### config.mk
export PLATFORM = sky130hd
export DESIGN_NAME = fir4_rca
export DESIGN_NICKNAME = d
export VERILOG_FILES = /design/src/rtl/fir4_rca.sv
export SDC_FILE = /design/constraint.sdc
export NUM_CORES = 1
export LEC_CHECK = 0
export CAP_MARGIN = 5
export CORE_MARGIN = 2
export CORE_UTILIZATION = 45
export DETAILED_ROUTE_END_ITERATION = 8
export PLACE_DENSITY = 0.69
export SYNTH_ARGS = -nofsm -noshare
export SYNTH_HDL_FRONTEND = slang
export SYNTH_HIERARCHICAL = 1
export SYNTH_SLANG_ARGS = --single-unit
export TNS_END_PERCENT = 1
### constraint.sdc
create_clock -name clk -period 4.2 [get_ports clk]
set_clock_uncertainty 0.1 [all_clocks]
set_input_delay 0.84 -clock clk [delete_from_list [all_inputs] [get_ports clk]]
set_output_delay 0.84 -clock clk [all_outputs]
set_load 0.02 [all_outputs]
### src/rtl/fir4_rca.sv
// 4-tap unsigned moving-sum FIR: registered tap line feeding a tree of
// structural ripple-carry adders, with a registered (w+2)-bit sum.

module fir4_fa (
   input  logic x_i,
   input  logic y_i,
   input  logic ci_i,
   output logic s_o,
   output logic co_o
);
   assign s_o  = x_i ^ y_i ^ ci_i;
   assign co_o = (x_i & y_i) | (x_i & ci_i) | (y_i & ci_i);
endmodule

// n-bit ripple-carry adder; the final carry becomes the result MSB.
module fir4_rca_add #(
   parameter int n = 4
) (
   input  logic [n-1:0] x_i,
   input  logic [n-1:0] y_i,
   output logic [n:0]   sum_o
);
   logic [n:0]   c_s;
   logic [n-1:0] s_s;

   assign c_s[0] = 1'b0;

   for (genvar i = 0; i < n; i++) begin : g_cell
      fir4_fa u_fa (
         .x_i  (x_i[i]),
         .y_i  (y_i[i]),
         .ci_i (c_s[i]),
         .s_o  (s_s[i]),
         .co_o (c_s[i+1])
      );
   end

   assign sum_o = {c_s[n], s_s};
endmodule

module fir4_rca #(
   parameter int w = 4
) (
   input  logic           clk,
   input  logic           reset,
   input  logic [w-1:0]   a,
   output logic [w+1:0]   s
);
   logic [w-1:0] ar_q, br_q, cr_q, dr_q;
   logic [w:0]   p_s, q_s;
   logic [w+1:0] s_d, s_q;

   fir4_rca_add #(.n(w)) u_add_p (
      .x_i   (ar_q),
      .y_i   (br_q),
      .sum_o (p_s)
   );

   fir4_rca_add #(.n(w)) u_add_q (
      .x_i   (cr_q),
      .y_i   (dr_q),
      .sum_o (q_s)
   );

   // Final stage sums the two partial sums; its carry-out is the sum MSB.
   fir4_rca_add #(.n(w+1)) u_add_s (
      .x_i   (p_s),
      .y_i   (q_s),
      .sum_o (s_d)
   );

   // Tap delay line and output register; reset discards all history.
   always_ff @(posedge clk) begin
      if (reset) begin
         ar_q <= '0;
         br_q <= '0;
         cr_q <= '0;
         dr_q <= '0;
         s_q  <= '0;
      end else begin
         ar_q <= a;
         br_q <= ar_q;
         cr_q <= br_q;
         dr_q <= cr_q;
         s_q  <= s_d;
      end
   end

   assign s = s_q;
endmodule

==> results of run 1 <==
==> sequential cells by signal (all words and copies together) (netlist names) <==
register,count
dr_q,4
s,6
ar_q,4
cr_q,4
br_q,4
==> final cells by class <==
class / instances / area [um^2] / area share
clock buffers: 4 / 36.3 / 0.0339
multi-input cells: 38 / 449 / 0.420
repair buffers: 11 / 110 / 0.103
well taps: 27 / 33.8 / 0.0316
flip-flops and latches: 22 / 440 / 0.412
==> power breakdown <==
| group | total, mW | switching (mW) | internal, mW |
|---|---|---|---|
| Sequential | 0.227 | 0.00533 | 0.222 |
| Combinational | 0.0693 | 0.0303 | 0.0391 |
| Clock | 0.111 | 0.0582 | 0.0529 |
==> routing by layer <==
layer,vias up,global-route usage,routed length [um]
met1,202,0.112,401
met3,5,0.0273,66
met2,13,0.149,461
met4,0,0.0972,40
li1,204,-,-
met5,-,0,0
==> kinds of logic after synthesis <==
family | Yosys count | share of synthesized area
adders and majority gates | 13 | 0.278
and+or+nand+nor | 22 | 0.190
buffers and inverters | 5 | 0.0482
DFF | 22 | 0.471
other | 3 | 0.0120
==> critical path, stage by stage, from the launching register on <==
cell	delay (ns)
dfxtp_1	0.34
fa_1	0.52
fa_1	0.47
fa_1	0.39
fa_1	0.39
fa_1	0.39
fa_1	0.42
nor2b_2	0.15
==> path summary, 6_finish.rpt <==
| path | startpoint | to | slack [ns] | depth (start not counted) |
|---|---|---|---|---|
| worst max-delay path | ar_q[0] | s[4] | 0.91 | 7 |
| worst max register to register | ar_q[0] | s[4] | 0.91 | 7 |
| worst min register to register | cr_q[3] | dr_q[3] | 0.39 | 1 |
| worst min-delay path | cr_q[3] | dr_q[3] | 0.39 | 1 |
==> through the flow <==
stage	area, um^2	hold WS (ns)	cells	worst slack (ns)
after floorplan	935	0.369	65	0.981
after global placement	1030	0.377	98	0.918
after detailed placement	1030	0.384	98	0.878
after CTS	1070	0.398	102	0.870
after global routing	1070	0.409	102	0.776
final	1070	0.394	102	0.905
==> Yosys cell counts <==
library cell  count  share of area
conb_1            3          0.012
buf_4             3          0.024
nor2b_2          15           0.14
buf_6             2          0.024
dfxtp_1          22           0.47
fa_1             13           0.28
nor2b_1           5          0.033
and2b_1           2          0.016
==> flow_metrics.tcl, run 1 <==
set metrics [dict create \
    vias_per_cell 4.16 \
    worst_slew_pin_slew_ns 1.00 \
    slew_headroom 0.331 \
    rows 16 \
    syn-cell-area_um2 935 \
    drive_gt1_frac 0.253 \
    start_util 0.476 \
    final_cell_mix "22 x dfxtp_1, 15 x nor2b_2, 13 x fa_1, 11 x clkdlybuf4s50_1, 5 x nor2b_1" \
    port_buffers 11 \
    postRouteAntennaNets 0 \
    min_period_ns 3.29 \
    slew_violations 0 \
    post-route-period-util 0.784 \
    postCtsHoldBufs 0 \
    cts-root-buf "clkbuf_4" \
    synthCells 65 \
    required_ns 4.27 \
    die-area_um2 2460 \
    syn_nets 84 \
    synth_seq_cells 22 \
    totalPowerFinal_mw 0.408 \
    hp-class "flop to flop" \
    antennaDiodeCount 0 \
    status "completed" \
    clk-insertion-delay-late_ns 0.30 \
    antenna_found_initial 0 \
    gr-total-overflow 0 \
    final_core_util 0.545 \
    setup_tns_ns 0 \
    fp.dieW_um 49.6 \
    path_class "flop to flop" \
    rsz0062_at_grt "false" \
    cp_data_arrival_time_ns 3.37 \
    drv_cap 0 \
    final.fill_count 186 \
    ctsResizeCount 0 \
    clkSinkCount 22 \
    area_delta_synth_final_pct 14.5 \
    syn_area_per_cell_um2 14.4 \
    cts_tree "built" \
    setup_violations 0 \
    die_h_um 49.6 \
    routed_wl_um 970 \
    grt_max_degree 23 \
    cp-start-kind "flop" \
    grt_pass1_vias 420 \
    vdd_ir_drop_max_v 0.000214 \
    track_usage 0.0994 \
    io_pins 12 \
    ys_seq_area_frac 0.471 \
    drtIter0Drc 0 \
    cts-htree-levels 1 \
    power_density_nw_per_um2 381 \
    post_drt_wl_per_cell_um 9.51 \
    hold_viol 0 \
    via_count 424 \
    cts_made_buffers 3 \
    yosysUniqueCellTypes 8 \
    ctsLongestPathBuffers 2 \
    cts_setup_buffers 0 \
    path_clk_slew_ns 0.11 \
    endpoint_kind "flop" \
    power_leakage_nw 0.447 \
    yosysWarningCount 6 \
    coreArea_um2 1960 \
    grt_first_pass_wirelength_mm 1.69 \
    max_clock_freq_ghz 0.304 \
    crit_fanout 2 \
    dr.pass1.iters 1 \
    nets 95 \
    final_common_cell "dfxtp_1" \
    drc_errors 0 \
    place_congestion 0.669 \
]
No activity file was read; power rests on OpenSTA's default activity.
==> run 2, diff against run 1 <==
--- a/config.mk
+++ b/config.mk
@@ -9,7 +9,7 @@
 export CORE_MARGIN = 2
 export CORE_UTILIZATION = 45
 export DETAILED_ROUTE_END_ITERATION = 8
-export PLACE_DENSITY = 0.69
+export PLACE_DENSITY = 0.72
 export SYNTH_ARGS = -nofsm -noshare
 export SYNTH_HDL_FRONTEND = slang
 export SYNTH_HIERARCHICAL = 1
==> constraint.sdc (replaced) <==
create_clock -name clk -period 2.7 [get_ports clk]
set_clock_uncertainty 0.1 [all_clocks]
set_input_delay 0.54 -clock clk [delete_from_list [all_inputs] [get_ports clk]]
set_output_delay 0.54 -clock clk [all_outputs]
set_load 0.02 [all_outputs]
==> flow_metrics.tcl, run 2 (same netlist as run 1, synthesis figures left out) <==
set metrics [dict create \
    required_ns 2.85 \
    clk-insertion-delay-late_ns 0.30 \
    start_util 0.476 \
    die_h_um 49.6 \
    grt_pass1_vias 493 \
    status "finished with violations" \
    grt_max_degree 14 \
    antenna_found_initial 0 \
    endpoint_kind "flop" \
    dr.pass1.iters 1 \
    cts_tree "built" \
    hold_viol 0 \
    drc_errors 0 \
    largest_register_ffs 6 \
    cts_made_buffers 3 \
    hp-class "flop to flop" \
    final_cell_mix "19 x dfxtp_1, 15 x nor2b_2, 11 x clkdlybuf4s50_1, 11 x fa_2, 5 x nor2b_1" \
    vias_per_cell 4.13 \
    multi_input_area_um2 477 \
    io_pins 12 \
    path_class "flop to flop" \
    numPlacedInstances 100 \
    final.fill_count 185 \
    cp_data_arrival_time_ns 3.20 \
    drv_cap 0 \
    stdcell_count 104 \
    antennaDiodeCount 0 \
    power.switching_mw 0.149 \
    rsz0062_at_grt "true" \
    drtIter0Drc 0 \
    seqCellArea_um2 444 \
    clkPwrFrac 0.272 \
    cp-start-kind "flop" \
    swShare 0.233 \
    post_drt_wl_per_cell_um 9.32 \
    power_density_nw_per_um2 575 \
    die-area_um2 2460 \
    combPwrFrac 0.177 \
    clkSinkCount 22 \
    rows 16 \
    setup_violations 3 \
    port_buffers 11 \
    coreArea_um2 1960 \
    crit_fanout 2 \
    nets 97 \
    track_usage 0.109 \
    preCtsSetupSlack_ns -0.458 \
    post-route-period-util 1.13 \
    vdd_ir_drop_max_v 0.000343 \
    routed_wl_um 969 \
    place_congestion 0.657 \
    grt_first_pass_wirelength_mm 1.95 \
    max_clock_freq_ghz 0.328 \
    min_period_ns 3.05 \
    gr-total-overflow 0 \
    via_count 430 \
    violations "negative setup slack" \
    path_clk_slew_ns 0.12 \
    cts-root-buf "clkbuf_4" \
    area_delta_synth_final_pct 19.4 \
    totalPowerFinal_mw 0.642 \
    fin_ws_ns -0.349 \
    power_leakage_nw 0.439 \
    fp.dieW_um 49.6 \
    p_int_mw 0.493 \
    ctsLongestPathBuffers 2 \
    slew_violations 0 \
    cts-htree-levels 1 \
    postRouteAntennaNets 0 \
    pwr-share-seq 0.551 \
    final_common_cell "dfxtp_1" \
    drive_gt1_frac 0.455 \
]
-- run 2: cell count changes in the layout (fill, tap and decap cells not counted) --
cell / previous run / this run
fa_2: 0 / 11
fa_1: 13 / 2
buf_4: 0 / 2
dfxtp_2: 0 / 3
dfxtp_1: 22 / 19
-- run 2: worst paths after layout --
kind / from / endpoint / slack [ns] / cells past startpoint
hold reg to reg: br_q[3] / cr_q[3] / 0.39 / 1
hold / removal: br_q[3] / cr_q[3] / 0.39 / 1
setup reg to reg: br_q[0] / s[4] / -0.35 / 7
setup / recovery: br_q[0] / s[4] / -0.35 / 7
-- run 2: layout make-up --
| cell class | count | area share |
|---|---|---|
| well taps | 27 | 0.0303 |
| flip-flops and latches | 22 | 0.398 |
| repair buffers | 13 | 0.112 |
| multi-input cells | 38 | 0.427 |
| clock buffers | 4 | 0.0325 |
-- run 2: repair_timing --
action                     CTS  global route
setup endpoints to repair    3             3
pin swaps                    9             6
hold buffers                 0             0
setup buffers                0             0
gates resized for setup      4             1
-- run 2: critical path, cell delays in order (launching register included) --
cell and delay [ns]:
dfxtp_2 0.34, fa_2 0.35, fa_2 0.35, fa_2 0.34
fa_1 0.48, fa_2 0.40, fa_2 0.52, nor2b_2 0.12
-- run 2: power groups by stage --
stage	Clock, mW	Sequential, mW	Combinational (mW)
floorplan	0	0.377	0.0615
global placement	0	0.361	0.115
detailed placement	0	0.361	0.117
CTS	0.184	0.354	0.117
global route	0.201	0.357	0.130
finish	0.174	0.354	0.114
-- run 2: metrics by stage --
| step | TNS, ns | cell area (um^2) | util | hold slack, ns |
|---|---|---|---|---|
| 5_1_grt | -0.922 | 1120 | 0.569 | 0.421 |
| 6_report | -0.609 | 1120 | 0.569 | 0.394 |
| 4_1_cts | -0.765 | 1110 | 0.568 | 0.396 |
| 3_5_place_dp | -0.929 | 1070 | 0.546 | 0.371 |
| 2_1_floorplan | -0.848 | 957 | - | 0.358 |
| 3_3_place_gp | -0.898 | 1070 | 0.546 | 0.367 |
-- run 2: per-layer routing --
| layer | vias up | track usage | share of wire |
|---|---|---|---|
| met1 | 209 | 0.128 | 0.41 |
| met5 | - | 0 | 0 |
| li1 | 209 | - | - |
| met2 | 10 | 0.169 | 0.52 |
| met3 | 2 | 0.0364 | 0.055 |
| met4 | 0 | 0.0694 | 0.012 |
